<file path="src/rtl/tsbus_port_if.sv">
// Signal bundle between the core, the tsbus_port controller and the pad buffers.
// Handshake: a request is taken on a rising edge where req=1 and busy=0; the
// requester holds req/we/wdata stable until then. rvalid is a 1-cycle pulse with rdata.
interface tsbus_port_if #(
    parameter int WIDTH = 16
);
    logic             req;
    logic             we;
    logic [WIDTH-1:0] wdata;
    logic             busy;
    logic [WIDTH-1:0] rdata;
    logic             rvalid;
    logic [WIDTH-1:0] pad_i;
    logic [WIDTH-1:0] pad_o;
    logic             pad_t;

    modport master (
        output req, we, wdata, pad_i,
        input  busy, rdata, rvalid, pad_o, pad_t
    );

    modport slave (
        input  req, we, wdata, pad_i,
        output busy, rdata, rvalid, pad_o, pad_t
    );
endinterface

</file>
<file path="src/rtl/tsbus_port.sv">
// Single-word read/write sequencer for a shared tristate bus, with turnaround
// gaps on every ownership change and fixed-latency read capture.
module tsbus_port #(
    parameter int WIDTH = 16,
    parameter int TURN  = 1,
    parameter int RLAT  = 2
) (
    input  logic         clock,
    input  logic         reset_n,
    tsbus_port_if.slave  bus,
    output logic [1:0]   state
);
    localparam int MAXC = (TURN > RLAT) ? TURN : RLAT;
    localparam int CW   = $clog2(MAXC) + 1;

    typedef enum logic [1:0] {
        S_IDLE  = 2'd0,
        S_TURN  = 2'd1,
        S_WRITE = 2'd2,
        S_READ  = 2'd3
    } state_t;

    state_t           st, st_nx;
    logic [CW-1:0]    cnt, cnt_nx;
    logic             dir;
    logic             we_q;
    logic [WIDTH-1:0] data_q;
    logic             pad_t_q, pad_t_nx;
    logic [WIDTH-1:0] pad_o_q, pad_o_nx;
    logic [WIDTH-1:0] rdata_q, rdata_nx;
    logic             rvalid_q, rvalid_nx;
    logic             busy_q;
    logic             accept;

    assign accept = (st == S_IDLE) && bus.req;

    always_ff @(posedge clock or negedge reset_n) begin
        if (!reset_n) begin
            st       <= S_IDLE;
            cnt      <= '0;
            dir      <= 1'b0;
            we_q     <= 1'b0;
            data_q   <= '0;
            pad_t_q  <= 1'b1;
            pad_o_q  <= '0;
            rdata_q  <= '0;
            rvalid_q <= 1'b0;
            busy_q   <= 1'b0;
        end else begin
            st       <= st_nx;
            cnt      <= cnt_nx;
            pad_t_q  <= pad_t_nx;
            pad_o_q  <= pad_o_nx;
            rdata_q  <= rdata_nx;
            rvalid_q <= rvalid_nx;
            dir      <= ~pad_t_nx;
            busy_q   <= (st_nx != S_IDLE);
            if (accept) begin
                we_q   <= bus.we;
                data_q <= bus.wdata;
            end
        end
    end

    // Turnaround is needed whenever the requested direction differs from the current owner.
    always_comb begin
        st_nx  = st;
        cnt_nx = cnt;
        case (st)
            S_IDLE: begin
                if (accept) begin
                    if (bus.we == dir) begin
                        st_nx  = bus.we ? S_WRITE : S_READ;
                        cnt_nx = bus.we ? '0 : CW'(RLAT);
                    end else begin
                        st_nx  = S_TURN;
                        cnt_nx = CW'(TURN);
                    end
                end
            end
            S_TURN: begin
                if (cnt <= CW'(1)) begin
                    st_nx  = we_q ? S_WRITE : S_READ;
                    cnt_nx = we_q ? '0 : CW'(RLAT);
                end else begin
                    cnt_nx = cnt - CW'(1);
                end
            end
            S_WRITE: begin
                st_nx  = S_IDLE;
                cnt_nx = '0;
            end
            S_READ: begin
                if (cnt <= CW'(1)) begin
                    st_nx  = S_IDLE;
                    cnt_nx = '0;
                end else begin
                    cnt_nx = cnt - CW'(1);
                end
            end
            default: begin
                st_nx  = S_IDLE;
                cnt_nx = '0;
            end
        endcase
    end

    // On a parked-driven write the data comes straight from the request, not the latch.
    always_comb begin
        pad_t_nx  = pad_t_q;
        pad_o_nx  = pad_o_q;
        rdata_nx  = rdata_q;
        rvalid_nx = 1'b0;
        if (st_nx == S_WRITE && st != S_WRITE) begin
            pad_o_nx = (st == S_IDLE) ? bus.wdata : data_q;
            pad_t_nx = 1'b0;
        end
        if (st_nx == S_TURN || st_nx == S_READ) begin
            pad_t_nx = 1'b1;
        end
        if (st == S_READ && st_nx == S_IDLE) begin
            rdata_nx  = bus.pad_i;
            rvalid_nx = 1'b1;
        end
    end

    assign bus.busy   = busy_q;
    assign bus.rdata  = rdata_q;
    assign bus.rvalid = rvalid_q;
    assign bus.pad_o  = pad_o_q;
    assign bus.pad_t  = pad_t_q;
    assign state      = st;

endmodule

</file>
<file path="src/flat_wrapper.sv">
// flat-port wrapper written by rule: the top's interface ports become plain ports
module tsbus_port_flat 
#(
    parameter int WIDTH = 16,
    parameter int TURN  = 1,
    parameter int RLAT  = 2
)
  (clock, reset_n, state, bus_req, bus_we, bus_wdata, bus_pad_i, bus_busy, bus_rdata, bus_rvalid, bus_pad_o, bus_pad_t);
  tsbus_port_if #(.WIDTH(WIDTH)) bus_i ();
  input  logic clock;
  input  logic reset_n;
  output logic [1:0] state;
  input wire logic [$bits(bus_i.req)-1:0] bus_req;
  input wire logic [$bits(bus_i.we)-1:0] bus_we;
  input wire logic [$bits(bus_i.wdata)-1:0] bus_wdata;
  input wire logic [$bits(bus_i.pad_i)-1:0] bus_pad_i;
  output wire logic [$bits(bus_i.busy)-1:0] bus_busy;
  output wire logic [$bits(bus_i.rdata)-1:0] bus_rdata;
  output wire logic [$bits(bus_i.rvalid)-1:0] bus_rvalid;
  output wire logic [$bits(bus_i.pad_o)-1:0] bus_pad_o;
  output wire logic [$bits(bus_i.pad_t)-1:0] bus_pad_t;
  assign bus_i.req = bus_req;
  assign bus_i.we = bus_we;
  assign bus_i.wdata = bus_wdata;
  assign bus_i.pad_i = bus_pad_i;
  assign bus_busy = bus_i.busy;
  assign bus_rdata = bus_i.rdata;
  assign bus_rvalid = bus_i.rvalid;
  assign bus_pad_o = bus_i.pad_o;
  assign bus_pad_t = bus_i.pad_t;
  tsbus_port #(.WIDTH(WIDTH), .TURN(TURN), .RLAT(RLAT)) u_core (.clock(clock), .reset_n(reset_n), .bus(bus_i), .state(state));
endmodule
</file>
<file path="config.mk">
export PLATFORM = sky130hd
export DESIGN_NAME = tsbus_port_flat
export DESIGN_NICKNAME = d
export VERILOG_FILES = /design/src/rtl/tsbus_port_if.sv /design/src/rtl/tsbus_port.sv /design/src/flat_wrapper.sv
export SDC_FILE = /design/constraint.sdc
export NUM_CORES = 1
export LEC_CHECK = 0
export BUFFER_PORTS_ARGS = -buffer_cell sky130_fd_sc_hd__buf_2
export CAP_MARGIN = 5
export CORE_AREA = 2 2 90 70
export CTS_CLUSTER_SIZE = 25
export DETAILED_ROUTE_END_ITERATION = 10
export DIE_AREA = 0 0 92 72
export PLACE_DENSITY_LB_ADDON = 0.1
export REMOVE_ABC_BUFFERS = 1
export SLEW_MARGIN = 20
export SYNTH_ARGS = -nofsm -noshare
export SYNTH_HDL_FRONTEND = slang
export SYNTH_SLANG_ARGS = --single-unit
</file>
<file path="constraint.sdc">
create_clock -name clock -period 3.19 [get_ports clock]
set_input_delay 0.1595 -clock clock [delete_from_list [all_inputs] [get_ports clock]]
set_output_delay 0.1595 -clock clock [all_outputs]
set_load 0.03 [all_outputs]
</file>
## Yosys cells after proc, flatten, opt, wreduce, memory -nomap -nowiden

Index checks and enable logic that the tools add are counted.

- Mux-type cells: 18
- Reduce and logical (&&, ||, !) cells: 7
- $lt $le $gt $ge: 1
- Equal/unequal tests: 9
- Add/sub/neg operators: 1
- Bitwise operators: 1

Operators by type and width:

| cell | number |
|---|---|
| two-way mux 2 bit | 10 |
| two-way mux 16 bit | 1 |
| one-hot mux 2 bit (4 select lines) | 2 |
| == test 2 bit (second input constant) | 4 |
| two-way mux 1 bit | 5 |
| == test 2 x 1 -> 1 bit (second input constant) | 2 |
| logical NOT 2 bit | 2 |
| logical AND 1 bit | 3 |
| <= comparator 2 x 1 -> 1 bit (second input constant) | 1 |
| inequality test 2 x 1 -> 1 bit (second input constant) | 1 |
| inequality test 2 bit (second input constant) | 1 |
| nonzero test 2 bit | 1 |
| subtractor 2 x 1 -> 2 bit (second input constant) | 1 |
| == test 1 bit | 1 |
| logical OR 1 bit | 1 |
| NOT 1 bit | 1 |

- Output and inout port bits: 37
- Input port bits: 36
- Word-level logic and storage cells: 47
- Register bits after elaboration: 57

## Logic depth before layout (Yosys ltp)

- Word-level depth: 9
- Mapped depth: 6
- Depth with buffers taken out: 5

## Least setup slack after synthesis

OpenSTA, ideal clock, no wires.

- Path type: reg-to-reg
- From: register u_core.st[0], in the netlist u_core.state[0]
- To: register u_core.pad_o_q[1], in the netlist u_core.bus.pad_o[1]
- Library setup time: 125 ps
- Slack: 1,443 ps
- Stages on the path, launching flop included: 5
- Buffers on the path: 2
- Clock period less this slack: 1,747 ps
- Arrival: 1,623 ps
- Cell sequence: dfrtp_1 -> buf_6 -> clkbuf_1 -> mux2_2 -> mux2_2

- Word-level cells in the longest chain between the ends: 6

RTL lines:

| what | line | source |
|---|---|---|
| start: declaration | tsbus_port.sv:23 | `state_t st, st_nx;` |
| start signal: assignment | tsbus_port.sv:50 | `st <= st_nx;` |
| logical NOT 2 bit | tsbus_port.sv:35, tsbus_port.sv:69, tsbus_port.sv:115 |  |
| logical AND 1 bit | tsbus_port.sv:35 | `assign accept = (st == S_IDLE) && bus.req;` |
| two-way mux 2 bit | tsbus_port.sv:71 | `if (accept) begin` |
| one-hot mux 2 bit (4 select lines) | tsbus_port.sv:69 | `case (st)` |
| == test 2 bit | tsbus_port.sv:114 | `if (st_nx == S_WRITE && st != S_WRITE) begin` |
| logical AND 1 bit | tsbus_port.sv:114 |  |
| end signal: assignment | tsbus_port.sv:53 | `pad_o_q <= pad_o_nx;` |
| end: declaration | tsbus_port.sv:29 | `logic [WIDTH-1:0] pad_o_q, pad_o_nx;` |

Several ways; a longest one is shown, not always the timed one.
A chain may end at the register's enable or synchronous reset.

## Worst setup path in the final report

- From: register u_core.dir
- To: register u_core.pad_o_q[3], in the netlist u_core.bus.pad_o[3]

- Word-level cells in the longest chain between the ends: 6

RTL lines:

| what | line | source |
|---|---|---|
| start: declaration | tsbus_port.sv:25 | `logic dir;` |
| start signal: assignment | tsbus_port.sv:56 | `dir <= ~pad_t_nx;` |
| == test 1 bit | tsbus_port.sv:72 | `if (bus.we == dir) begin` |
| two-way mux 2 bit | tsbus_port.sv:72 |  |
| two-way mux 2 bit | tsbus_port.sv:71 |  |
| one-hot mux 2 bit (4 select lines) | tsbus_port.sv:69 |  |
| == test 2 bit | tsbus_port.sv:114 |  |
| logical AND 1 bit | tsbus_port.sv:114 |  |

Every way passes these cells.

==> summary.md <==
| Metric | Value |
|---|---|
| Status | `finished clean` |
| Crit start category | `flip-flop` |
| Hold path depth | `2` |
| # rows | `24` |
| Total Power | `approximately 3.5 mW` |
| Core area | `~5700 um2` |
| Vias | `1543` |
| Period utilization | `0.632` |
| Gpl congestion | `between 0.7 and 0.8` |
| Initial DRC Count | `19` |
| Slew Viols, Final | `0` |
| R2R depth | `5` |
| H-tree Lvls | `3` |
| Die Footprint | `roughly 6600 um2` |
| Seq/Total Area, Yosys | `0.571` |
| Root Buffer Master | `clkbuf_8` |
| Synth Warn # | `0` |
| Most Crowded Layer GR | `met2` |
| Mean post-synth cell area | `15.5 um2` |
| Critical Path Max Stage Delay | `600 ps` |
| Die width | `92 um` |
| Max clock buf depth | `2` |
| HP Start | `bus_pad_i[9]` |
| Worst-path clk slew | `60 ps` |
| DRT antenna net count | `0` |
| Gate Count Post-Synth | `approximately 160` |
| Mapped Area | `about 2500 um2` |
| Pwr dens | `1130 nW/um2` |
| Final setup vio count | `0` |
| Detailed Place HPWL | `between 3 and 4 mm` |
| Number of diodes | `0` |
| First-pass GRT wire length | `around 7.7 mm` |
| Yosys cell types | `31` |
| Overflow after GRT | `0` |
| Max Cap Violations | `0` |
| Max Clock Freq | `about 500 MHz` |
| Most frequent cells in the layout | `buf_2, dfrtp_1, mux2_2` |
| Die height | `just over 70 um` |
| Fill cells | `~530` |
| DR pass1 iterations | `4` |
| Seq cells post-synth | `57` |
| Clk_skew | `8.19 ps` |
| RSZ-0062 raised after global routing | `no` |
| Initial Utilization | `0.438` |
| Wire per inst | `~14 um` |
| Worst R2R End | `u_core.bus.pad_o[3]` |
| Total CTS buffers | `9` |
| Input/output buffers | `between 70 and 80` |
| Nets | `approximately 280` |
| # DRC | `0` |
| Setup Crit Path Kind | `flip-flop to flip-flop` |
| CP max stage cell | `a21oi_4` |
| Min Tclk post-route | `just over 2000 ps` |
| Gr usage total | `0.153` |
| Total Neg Setup Slack | `0 ps` |
| CTS sink cnt | `57` |
| Reg-to-reg startpoint | `u_core.dir` |
| Io pins | `between 70 and 80` |
| CP Launch Point | `u_core.dir` |
| Final Util | `0.545` |
| Detailed Route WL | `between 4 and 5 mm` |
| Leakage | `between 1 and 1.5 nW` |
| Hold Vio Cnt, Final | `0` |
| Hold crit path type | `input port to flip-flop` |
| Worst Hold Path EP | `u_core.bus.rdata[9]` |
| Worst Path Max Fanout | `16` |
| Dpl ws | `roughly 1100 ps` |
| Met2 usage in global routing | `0.232` |
| Leading cell type in the layout, fill and taps excluded | `buf_2` |
| Req. time, crit path | `roughly 3400 ps` |
| Clock Latency Late Sink | `320 ps` |
| Largest net degree at the start of global routing | `33` |
| Worst-Margin Slew | `between 700 and 800 ps` |
| Rel. slew slack | `0.516` |
| WP data arrival | `2230 ps` |
| Via-per-instance ratio | `between 4 and 5` |
| Layout Area Growth over Synthesis | `24.4%` |
| GR Layer Usage met3 | `0.0748` |
| CTS resizes | `0` |
| Vias in the first global route | `around 1600` |
| Layout cell share with drive strength beyond 1 | `0.650` |
| M1 GR Usage | `0.200` |
| Final WS setup | `between 1000 and 1500 ps` |
| Initial antenna violation count | `0` |
| CP cell instances | `inv_1 -> ha_1 -> nand4bb_4 -> a21oi_4 -> mux2_2` |
| TritonCTS clock tree | `built` |
| Worst reg-to-reg setup slack | `roughly 1200 ps` |
| Worst setup EP type | `flip-flop` |
| Peak VDD IR | `between 400 and 500 uV` |
[flip-flops by register name, summed over array words and instances, names as in the netlist]
name,cells
u_core.bus.pad_o,16
u_core.bus.rdata,16
u_core.data_q,16
u_core.cnt,2
u_core.state,2
u_core.bus.busy,1
u_core.bus.pad_t,1
u_core.bus.rvalid,1
u_core.dir,1
u_core.we_q,1
[worst max-delay path by stage]
stage / to / slack (ps)
after floorplan: u_core.data_q[0] / 370
after detailed placement: u_core.bus.pad_o[0] / 1140
after global routing: u_core.bus.pad_o[0] / 1070
final: u_core.bus.pad_o[3] / 1170
after global placement: u_core.bus.pad_o[0] / 1190
after CTS: u_core.bus.pad_o[3] / 1140
[logic make-up after synthesis]
group | Yosys count | synth area share
muxes | 65 | 0.307
DFF | 57 | 0.571
buffers and inverters | 14 | 0.0360
AOI/OAI and AO/OA | 12 | 0.0390
and+or+nand+nor | 11 | 0.0365
adders and majority gates | 2 | 0.0100
[worst max-delay path, delay by kind of cell (launching register included)]
family          cells  cell delay, ps
fa+ha+maj           1             300
simple gates        1             210
mux                 1             410
flops               1             340
buf+inv             1              40
compound gates      1             600
[through the flow]
stage	area (um2)	instances	hold WS (ps)
2_1_floorplan	2430	153	-136
3_3_place_gp	2930	307	258
3_5_place_dp	2930	307	263
4_1_cts	3110	324	50.4
5_1_grt	3110	324	40.8
6_report	3110	324	63.7
[layer usage]
layer,vias up,part of all wire
met4,0,0.0093
met3,7,0.067
met1,753,0.47
li1,736,-
met5,-,0
met2,47,0.46
[timing repair]
action	in CTS	in global routing
hold buffers	1	0
endpoints found under the hold margin	30	0
buffers inserted	0	0
setup endpoints to repair	0	0
[Yosys cell counts (all sizes together)]
cell type | instances | share of area
nor3b | 2 | 0.0060
nand3b | 1 | 0.0030
a22oi | 1 | 0.0030
or3 | 1 | 0.0025
a32oi | 1 | 0.0035
o32ai | 1 | 0.0035
or4b | 1 | 0.0040
mux2i | 1 | 0.0040
nand2 | 3 | 0.0055
and2b | 1 | 0.0030
buf | 7 | 0.026
clkbuf | 1 | 0.0015
inv | 6 | 0.0090
dfrtp | 56 | 0.56
o21ai | 2 | 0.0040
dfstp | 1 | 0.011
mux2 | 64 | 0.30
a21bo | 1 | 0.0040
o31ai | 1 | 0.0030
nand4bb | 1 | 0.011
ha | 2 | 0.010
a21oi | 2 | 0.0085
nor2 | 1 | 0.0015
a21o | 2 | 0.0060
o311ai | 1 | 0.0035
[report_power, final]
part	internal, mW	switching (mW)	leakage (nW)	total [mW]
logic	0.732	0.900	0.710	1.63
registers	1.10	0.198	0.677	1.29
clock network	0.320	0.259	0.0932	0.580
total	2.15	1.36	1.48	3.51
[area by class of cell]
| cell class | instances | area, um2 | share of cell area |
|---|---|---|---|
| Multi-Input combinational cell | 90 | 987 | 0.318 |
| Timing Repair Buffer | 77 | 400 | 0.129 |
| Tap cell | 78 | 97.6 | 0.0314 |
| Clock buffer | 13 | 159 | 0.0511 |
| Sequential cell | 57 | 1430 | 0.459 |
| Inverter | 6 | 22.5 | 0.00724 |
| Clock inverter | 3 | 15.0 | 0.00483 |
(Power assumes the default switching activity.)
